### src/rtl/arith_pkg.sv
// Shared arithmetic-path definitions.
//   WIDTH_DEFAULT : default operand width for the shift-based arithmetic blocks
//   state_t       : control FSM states for the sequential shift/add engines
//   prod_w()      : full product width for a given operand width
package arith_pkg;

  localparam int WIDTH_DEFAULT = 8;

  typedef enum logic [1:0] {
    IDLE = 2'd0,
    RUN  = 2'd1,
    DONE = 2'd2
  } state_t;

  // A WIDTH x WIDTH unsigned product needs exactly twice the operand width.
  function automatic int prod_w(input int w);
    return 2 * w;
  endfunction

endpackage

### src/rtl/shift_add_stage.sv
// One shift-and-add iteration of the multiplier (purely combinational).
//   acc        : running partial product (2*WIDTH)
//   mcand      : multiplicand shifted to the current bit weight (2*WIDTH)
//   mplr       : remaining multiplier bits, LSB is the bit being consumed (WIDTH)
//   acc_next   : acc plus mcand when the current multiplier bit is set
//   mcand_next : mcand moved up one bit weight
//   mplr_next  : mplr with the consumed bit dropped
module shift_add_stage
  import arith_pkg::*;
#(
  parameter int WIDTH = WIDTH_DEFAULT
) (
  input  logic [prod_w(WIDTH)-1:0] acc,
  input  logic [prod_w(WIDTH)-1:0] mcand,
  input  logic [WIDTH-1:0]         mplr,
  output logic [prod_w(WIDTH)-1:0] acc_next,
  output logic [prod_w(WIDTH)-1:0] mcand_next,
  output logic [WIDTH-1:0]         mplr_next
);

  // The sum never wraps: the largest product (2^WIDTH-1)^2 fits in 2*WIDTH
  // bits, and the bit shifted out of mcand is always zero because only
  // WIDTH shifts are ever applied to a WIDTH-bit value.
  always_comb begin
    acc_next   = mplr[0] ? (acc + mcand) : acc;
    mcand_next = mcand << 1;
    mplr_next  = mplr >> 1;
  end

endmodule

### src/rtl/shift_multiplier.sv
// Sequential unsigned shift-and-add multiplier.
// One operand pair is captured per accepted start; one multiplier bit is
// consumed per clock, so every operation takes exactly WIDTH iterations.
//   clk          : rising-edge clock
//   rst_n        : asynchronous active-low reset
//   start        : request, accepted only when not busy (IDLE or DONE)
//   multiplicand : operand A, captured on the accepted start edge
//   multiplier   : operand B, captured on the accepted start edge
//   busy         : high while iterating
//   done         : one-cycle pulse, product refreshed in the same cycle
//   product      : A*B of the last completed operation, held until the next
module shift_multiplier
  import arith_pkg::*;
#(
  parameter int WIDTH = WIDTH_DEFAULT
) (
  input  logic                     clk,
  input  logic                     rst_n,
  input  logic                     start,
  input  logic [WIDTH-1:0]         multiplicand,
  input  logic [WIDTH-1:0]         multiplier,
  output logic                     busy,
  output logic                     done,
  output logic [prod_w(WIDTH)-1:0] product
);

  localparam int PW    = prod_w(WIDTH);
  localparam int CNT_W = (WIDTH > 1) ? $clog2(WIDTH) : 1;
  localparam logic [CNT_W-1:0] CNT_LAST = CNT_W'(WIDTH - 1);

  state_t state;
  state_t state_next;

  logic [PW-1:0]    acc;
  logic [PW-1:0]    mcand_sh;
  logic [WIDTH-1:0] mplr;
  logic [CNT_W-1:0] cnt;

  logic [PW-1:0]    acc_nx;
  logic [PW-1:0]    mcand_nx;
  logic [WIDTH-1:0] mplr_nx;

  logic accept;
  logic last_iter;
  logic busy_d;
  logic done_d;

  // A request is honoured from IDLE and also from DONE, which gives
  // back-to-back operation without a dead cycle in between.
  assign accept    = start && (state != RUN);
  assign last_iter = (state == RUN) && (cnt == CNT_LAST);

  shift_add_stage #(
    .WIDTH (WIDTH)
  ) u_stage (
    .acc        (acc),
    .mcand      (mcand_sh),
    .mplr       (mplr),
    .acc_next   (acc_nx),
    .mcand_next (mcand_nx),
    .mplr_next  (mplr_nx)
  );

  // State register; busy/done are registered from the next state so the
  // outputs carry no combinational path from start.
  always_ff @(posedge clk or negedge rst_n) begin
    if (!rst_n) begin
      state <= IDLE;
      busy  <= 1'b0;
      done  <= 1'b0;
    end else begin
      state <= state_next;
      busy  <= busy_d;
      done  <= done_d;
    end
  end

  always_comb begin
    state_next = state;
    unique case (state)
      IDLE:    if (start) state_next = RUN;
      RUN:     if (last_iter) state_next = DONE;
      DONE:    state_next = start ? RUN : IDLE;
      default: state_next = IDLE;
    endcase
  end

  always_comb begin
    busy_d = (state_next == RUN);
    done_d = (state_next == DONE);
  end

  // Datapath: operand capture, one iteration per RUN cycle, and the product
  // register which is loaded with the sum that includes the final iteration.
  always_ff @(posedge clk or negedge rst_n) begin
    if (!rst_n) begin
      acc      <= '0;
      mcand_sh <= '0;
      mplr     <= '0;
      cnt      <= '0;
      product  <= '0;
    end else if (accept) begin
      acc      <= '0;
      mcand_sh <= {{(PW - WIDTH){1'b0}}, multiplicand};
      mplr     <= multiplier;
      cnt      <= '0;
    end else if (state == RUN) begin
      acc      <= acc_nx;
      mcand_sh <= mcand_nx;
      mplr     <= mplr_nx;
      cnt      <= cnt + CNT_W'(1);
      if (last_iter) begin
        product <= acc_nx;
      end
    end
  end

endmodule

### config.mk
export PLATFORM = sky130hd
export DESIGN_NAME = shift_multiplier
export DESIGN_NICKNAME = d
export VERILOG_FILES = /design/src/rtl/arith_pkg.sv /design/src/rtl/shift_add_stage.sv /design/src/rtl/shift_multiplier.sv
export SDC_FILE = /design/constraint.sdc
export NUM_CORES = 1
export LEC_CHECK = 0
export CELL_PAD_IN_SITES_DETAIL_PLACEMENT = 1
export CELL_PAD_IN_SITES_GLOBAL_PLACEMENT = 2
export CORE_MARGIN = 10
export CORE_UTILIZATION = 25
export CTS_CLUSTER_SIZE = 30
export DETAILED_ROUTE_END_ITERATION = 10
export GPL_ROUTABILITY_DRIVEN = 0
export PLACE_DENSITY_LB_ADDON = 0.1
export SYNTH_ARGS = -nofsm -noshare
export SYNTH_HDL_FRONTEND = slang
export SYNTH_SLANG_ARGS = --single-unit
### constraint.sdc
create_clock -name clk -period 3.5 [get_ports clk]
set_input_delay 0.7 -clock clk [delete_from_list [all_inputs] [get_ports clk]]
set_output_delay 0.7 -clock clk [all_outputs]
set_load 0.1 [all_outputs]
After elaboration in Yosys (flattened, before gate mapping)
Cells that the tools add are included.
{ "classes": {"muxes": 13, "n_eq_ne": 6, "bitwise": 1, "n_reduce_logical": 5, "add_sub_neg": 2} }
{ "ops": {"columns": ["op", "count"], "rows": [
  ["$mux 16", 5],
  ["$add 16x16->16", 1],
  ["$mux 8", 2],
  ["$mux 3", 2],
  ["$pmux 2 s3", 1],
  ["$eq 2x1->1 const B", 2],
  ["$eq 2x2->1 const B", 2],
  ["$mux 2", 2],
  ["$add 3x1->3 const B", 1],
  ["$eq 3x3->1 const B", 1],
  ["$reduce_and 3->1", 1],
  ["$logic_and 1x1->1", 2],
  ["$logic_not 2->1", 1],
  ["$ne 2x1->1 const B", 1],
  ["$reduce_bool 2->1", 1],
  ["$mux 1", 1],
  ["$not 1->1", 1]
]} }
{ "totals": {"out_inout_bits": 18, "reg_bits": 63, "elab_cells": 35} }

Depth between registers and ports, before layout
Gate-level depths: netlist of the first run.
{ "logic_depth": {"depth_word": 5, "ltp_mapped": 9} }

By module
Synthesis of the first run repeated with hierarchy kept, for this count alone.
{ "hier_totals": {"cells_unflattened": 325, "area_unflattened_um2": 4196.5} }
{ "by_module_without_submodules": {"columns": ["mod", "area_each_um2", "seq_area_each_um2", "cells_each", "n_inst"], "rows": [
  ["shift_multiplier", 3050.4, 1576.5, 185, 1],
  ["shift_add_stage", 1146.1, 0.0, 140, 1]
]} }

Least setup slack after synthesis of the first run
Ideal clock, no wire load.
{ "synth_path": {"kind": "reg2reg", "from": "register acc[0]", "to": "register product[10]", "stages_incl_launch_ff": 9, "setup_time_ns": 0.124, "path_buffers": 0, "arrival_time_ns": 2.531, "setup_slack_ns": 0.845, "synth_period_minus_slack_ns": 2.655, "path_cell_list": "dfrtp_1 > ha_1 > fa_1 > a21o_1 > a311o_2 > a21o_1 > a311o_1 > mux2i_1 > a211o_1"} }
{ "synth_between": {"elab_chain_len": 2} }
{ "synth_lines": {"columns": ["element", "line", "text"], "rows": [
  ["start, declared", "shift_multiplier.sv:34", "logic [PW-1:0] acc;"],
  ["start signal, assigned", "shift_multiplier.sv:108", "acc <= acc_nx;"],
  ["$add 16x16->16", "shift_add_stage.sv:25", "acc_next = mplr[0] ? (acc + mcand) : acc;"],
  ["$mux 16", "shift_add_stage.sv:25", null],
  ["end signal, assigned", "shift_multiplier.sv:113", "product <= acc_nx;"],
  ["end, declared", "shift_multiplier.sv:24", "output logic [prod_w(WIDTH)-1:0] product"]
]} }
Every way passes these cells.
A chain may end at the register's enable or synchronous reset.

Final worst setup path of the first run
Ends and elaborated chain as after synthesis.

==> results of run 1 <==
-- how the worst max path moves through the flow --
stage,from,slack (ns),cells after the start,to
detailed placement,acc[0],0.67,8,product[10]
floorplan,acc[0],0.84,8,product[10]
global route,acc[0],0.54,8,product[10]
CTS,acc[0],0.64,8,product[10]
global placement,acc[0],0.69,8,product[10]
finish,acc[0],0.64,8,product[10]
-- cell usage after synthesis --
library cell / count / area share (%)
and3_1: 3 / 0.53
nor2b_1: 2 / 0.36
a22o_1: 5 / 1.2
clkbuf_1: 16 / 1.7
mux2_2: 4 / 1.3
o211ai_1: 2 / 0.43
a221o_1: 1 / 0.28
nand2b_1: 1 / 0.18
o21bai_1: 2 / 0.43
nand2_1: 69 / 7.4
nor3b_1: 10 / 2.1
buf_2: 4 / 0.57
a31o_2: 2 / 0.50
or4b_1: 1 / 0.28
o21ai_0: 40 / 5.7
a211o_1: 1 / 0.25
nor3_1: 6 / 0.85
nand3_1: 7 / 0.99
o21ai_1: 2 / 0.28
a311o_1: 2 / 0.57
a21oi_1: 23 / 3.3
fa_1: 1 / 0.57
dfrtp_1: 63 / 45
buf_1: 4 / 0.43
nand3b_1: 15 / 3.2
a21o_1: 5 / 1.1
a31oi_1: 1 / 0.18
a311o_2: 1 / 0.32
xnor2_1: 8 / 2.0
o311a_1: 1 / 0.28
mux2i_1: 25 / 7.1
ha_1: 17 / 6.0
xor2_1: 4 / 0.99
a211oi_1: 2 / 0.43
o31ai_1: 2 / 0.43
a22oi_1: 1 / 0.21
inv_1: 5 / 0.53
and2_1: 3 / 0.53
mux2_1: 1 / 0.32
a41o_2: 1 / 0.32
nor2_1: 9 / 0.96
nand4_1: 1 / 0.18
-- layer usage --
metal	routed length (um)	GRT usage, %	vias up
met2	4490	16.2	31
li1	-	-	1381
met3	309	2.57	10
met5	0	0	-
met1	4870	13.8	1388
met4	167	4.61	0
-- final cells by class --
cell class,count,area (sq um)
Clock inverter,3,17.5
Timing Repair Buffer,44,398
Multi-Input combinational cell,281,1830
Fill cell,1596,9500
Tap cell,180,225
Clock buffer,13,260
Sequential cell,63,1580
Inverter,5,18.8
-- kinds of logic (layout without fill, tap and decap cells) --
kind of cell,Yosys count,in the layout,synth area share (%)
XOR/XNOR,12,12,2.98
multiplexers,30,30,8.70
buffers and inverters,29,65,3.23
adder cells (fa/ha/maj),18,18,6.61
AND/OR/NAND/NOR,127,127,17.5
AO/OA/AOI/OAI,94,94,16.2
flip-flops,63,63,44.8
-- power by group --
part / leakage (nW) / internal (mW) / switching, mW
Sequential: 0.814 / 1.04 / 0.242
Clock: 0.136 / 0.515 / 0.323
Combinational: 1.02 / 0.737 / 1.64
-- state kept, by name (all words and copies together) (netlist names) --
name,flops
product,16
done,1
busy,1
mcand_sh,16
mplr,8
acc,16
cnt,3
state,2
-- per-stage QoR --
stage / area (sq um) / util, % / hold slack (ns)
global route: 4330 / 31.3 / 0.430
finish: 4330 / 31.3 / 0.378
floorplan: 3520 / - / 0.404
CTS: 4330 / 31.3 / 0.399
detailed placement: 4050 / 29.3 / 0.470
global placement: 4050 / 29.3 / 0.460
==> out/qor.yml, run 1 <==
ctsResizeCount: 0
ys_ff_latch: 63
fin_nets: 441
grt_max_degree: 42
syn_avg_cell_area_sq_um: 9.44
coreArea_sq_um: 13800
dp.cells: 573
cts_buffer_depth: 2
worstMarginPinSlew_ns: 0.989
critical-path-max-stage-delay_ns: 0.43
grt_pass1_vias: 3077
yosys_warnings: 0
path_clk_slew_ns: 0.05
worst_setup_path_start_kind: "flop"
vias: 2810
rsz0062_at_grt: "no"
irDropWorstVdd_uv: 368
ant_nets: 0
antenna_found_initial: 0
final_common_cell: "nand2_1"
finClkSkew_ns: 0.00447
fp.dieW_um: 139
power_density_nw_per_um2: 1040
r2r_start: "acc[0]"
numCtsBuffers: 9
via_per_inst: 4.77
cts_sinks: 63
path_cells: "ha_1 -> fa_1 -> a21o_1 -> a311o_2 -> a21o_1 -> a311o_1 -> mux2i_1 -> a211o_1"
critPathTopFamily: "compound AO/OA/AOI/OAI gates"
syn_nets: 410
pin_count: 37
setup_ws_ns: 0.641
ctsRootBufferMaster: "clkbuf_16"
area_delta_synth_final_pct: 22.9
dr.pass1.iters: 4
drive_gt1_share_pct: 9.54
post_cts_buffers: 0
reg2reg_slack_ns: 0.64
port_buffers: 36
cts_tree: "built"
place_ws_ns: 0.666
path_common_cell: "a21o_1"
fmax_ghz: 0.350
crit_slowest_cell: "a311o_2"
die_area_sq_um: 19200
detail_route.wl_per_cell_um: 16.7
gr-usage-all-layers_pct: 10.6
cp_num_buf_inv: 0
drcViolationCount: 0
cp-end-kind: "flop"
grt_overflow: 0
worstRegToRegCells: 8
worstPathRequired_ns: 3.72
ys_types: 42
diodes: 0
p_leak_nw: 1.97
arrival_ns: 3.07
slew_headroom_pct: 33.9
maxSlewViolCount: 0
htree_num_levels: 3
ys_seq_area_share_pct: 44.8
path_class: "flop to flop"
finalWirelength_um: 9840
p_total_mw: 4.49
r2r_end: "product[10]"
hold_path.class: "primary input to async pin"
layout_common_cells: "69 x nand2_1, 63 x dfrtp_1, 40 x o21ai_0"
tns_ns: 0
cap_violations: 0
syn_area_sq_um: 3520
synth_cells: 373
initial_core_util_pct: 25.5
drt_iter0_markers: 102
period_needed_ns: 2.86
timing.final.crit_share_pct: 81.7
core.rowCount: 43
setup_viol: 0
die_y_um: 139
holdBufCountCts: 0
outcome: "completed"
dpl.hpwl_um: 7130
critPathMaxFanout: 3
fin_cells: 589
worstSkewPairLatency_ns: 0.33
grt_pass1_wl_um: 16500
hold_violations: 0
Note: power is estimated with default switching activity, not from simulation.
==> run 2, diff against run 1 <==
- clock period: 3.5 -> 2.8 ns (I/O delays scaled with it)
==> out/qor.yml, run 2 (synthesis gave the netlist of run 1 again) <==
p_leak_nw: 2.05  # +4.1%
ctsRootBufferMaster: "clkbuf_16"
post_cts_buffers: 0  # unchanged
core.rowCount: 43  # unchanged
pin_count: 37  # unchanged
cts_buffer_depth: 2  # unchanged
grt_max_degree: 40  # -4.8%
diodes: 0  # unchanged
setup_viol: 0  # unchanged
cts_sinks: 63  # unchanged
port_buffers: 36  # unchanged
hold_violations: 0  # unchanged
finClkSkew_ns: 0.00584  # +0.00137 ns
path_class: "flop to flop"
maxSlewViolCount: 0  # unchanged
htree_num_levels: 3  # unchanged
rsz0062_at_grt: "yes"
grt_overflow: 0  # unchanged
wl_met1_um: 5120  # +5.3%
timing.final.crit_share_pct: 96.3  # +15 points
initial_core_util_pct: 25.5  # unchanged
path_clk_slew_ns: 0.06  # about the same
r2r_end: "product[10]"
dpl.hpwl_um: 7240  # +1.5%
drive_gt1_share_pct: 14.4  # +4.9 points
via_per_inst: 4.74  # -0.65%
worstRegToRegCells: 8  # unchanged
cap_violations: 0  # unchanged
top_regs: "acc (16), mcand_sh (16), product (16)"
holdWs_ns: 0.233  # -0.145 ns
dp.cells: 580  # +1.2%
final_common_cell: "nand2_1"
finalCoreUtilization_pct: 32.0  # +0.69 points
detail_route.wl_per_cell_um: 16.8  # +0.84%
drt_iter0_markers: 195  # +91%
area_delta_synth_final_pct: 25.6
critPathMaxFanout: 3  # unchanged
coreArea_sq_um: 13800  # unchanged
period_needed_ns: 2.70  # -0.163 ns
p_sw_mw: 2.79  # +27%
fmax_ghz: 0.371  # +6.0%
worst_setup_path_start_kind: "flop"
power_density_nw_per_um2: 1330  # +28%
vias: 2825  # +0.53%
fin_nets: 448  # +1.6%
outcome: "completed"
slew_headroom_pct: 59.7  # +26 points
worstSkewPairLatency_ns: 0.33  # about the same
drcViolationCount: 0  # unchanged
die_y_um: 139  # unchanged
met2_length_um: 4450  # -0.89%
highest_layer: "met4"
die_area_sq_um: 19200  # unchanged
reg2reg_slack_ns: 0.10  # -0.54 ns
fp.dieW_um: 139  # unchanged
grt_pass1_wl_um: 16800  # +1.9%
ant_nets: 0  # unchanged
numCtsBuffers: 9  # unchanged
dr.pass1.iters: 4  # unchanged
gr-usage-all-layers_pct: 10.8  # +0.23 points
final_area_sq_um: 4430  # +2.2%
worstMarginPinSlew_ns: 0.605  # -0.384 ns
r2r_start: "acc[0]"
arrival_ns: 2.92  # -0.15 ns
antenna_found_initial: 0  # unchanged
cts_tree: "built"
placed_area_sq_um: 4090  # +0.93%
hold_path.class: "primary input to async pin"
p_int_mw: 3.08  # +34%
pwr-share-clk_pct: 21.2  # +2.5 points
irDropWorstVdd_uv: 471  # +28%
fin_cells: 596  # +1.2%
wl_met3_um: 299  # -3.2%
switching_share_pct: 47.5  # -1.5 points
finalWirelength_um: 10000  # +2.0%
grt_pass1_vias: 3080  # +0.097%
worstPathRequired_ns: 3.02  # -0.70 ns
seqPwrFrac_pct: 27.4  # -1.1 points
cp-end-kind: "flop"
power_frac_comb_pct: 51.4  # -1.5 points
layout_common_cells: "69 x nand2_1, 63 x dfrtp_1, 40 x o21ai_0"
run 2: cell types whose count changed in the layout (fill, tap and decap cells not counted), sizes merged:
cell | before | now
clkinv | 2 | 1
bufinv | 0 | 2
clkinvlp | 1 | 0
clkdlybuf4s50 | 28 | 17
buf | 16 | 34
run 2: worst max-delay path by stage:
stage	startpoint	end	slack (ns)	cells past startpoint
2_1_floorplan	acc[0]	product[10]	0.14	8
3_3_place_gp	acc[0]	product[10]	0.04	8
3_5_place_dp	acc[0]	product[10]	0.02	8
4_1_cts	acc[0]	product[10]	0.06	8
5_1_grt	acc[0]	product[10]	-0.01	8
6_report	acc[0]	product[10]	0.10	8
run 2: layer usage:
metal / track usage [%] / vias up
li1: - / 1399
met1: 14.4 / 1383
met2: 16.4 / 32
met3: 2.57 / 11
met4: 4.28 / 0
met5: 0 / -
run 2: critical path, cell delays in order (launching register included):
cell and delay (ns):
dfrtp_1 0.38, ha_1 0.24, fa_2 0.37, a21o_1 0.22, a311o_2 0.42, a21o_1 0.19
a311o_1 0.37, mux2i_1 0.14, a211o_1 0.26
run 2: cell type report:
| class | instances | area [sq um] |
|---|---|---|
| inverters | 5 | 18.8 |
| fillers | 1561 | 9400 |
| clock inverters | 3 | 65.1 |
| well taps | 180 | 225 |
| clock buffers | 13 | 260 |
| repair buffers | 51 | 435 |
| multi-input cells | 281 | 1840 |
| flip-flops and latches | 63 | 1580 |
run 2: power groups by stage:
stage | Clock [mW] | Combinational [mW] | Sequential, mW
CTS | 1.28 | 3.07 | 1.62
global route | 1.33 | 3.36 | 1.68
floorplan | 0 | 1.54 | 2.27
finish | 1.24 | 3.01 | 1.61
detailed placement | 0 | 3.06 | 1.63
global placement | 0 | 3.04 | 1.62
run 2: what timing repair did:
action / in CTS / in global routing
cloned: 0 / 0
gates resized for setup: 1 / 2
pin swaps: 0 / 1
hold buffers: 0 / 0
setup endpoints to repair: 1 / 3
run 2: per-stage QoR:
stage / TNS [ns] / power, mW / setup WS [ns]
final: 0 / 5.86 / 0.104
after floorplan: 0 / 3.81 / 0.145
after global placement: 0 / 4.66 / 0.0353
after global routing: -0.0120 / 6.36 / -0.0120
after CTS: 0 / 5.97 / 0.0565
after detailed placement: 0 / 4.69 / 0.0206
==> run 3, diff against run 2 <==
- CTS_CLUSTER_SIZE: 30 -> 25
==> results of run 3 <==
No change in the layout: final DEF, timing and power equal those of run 2.
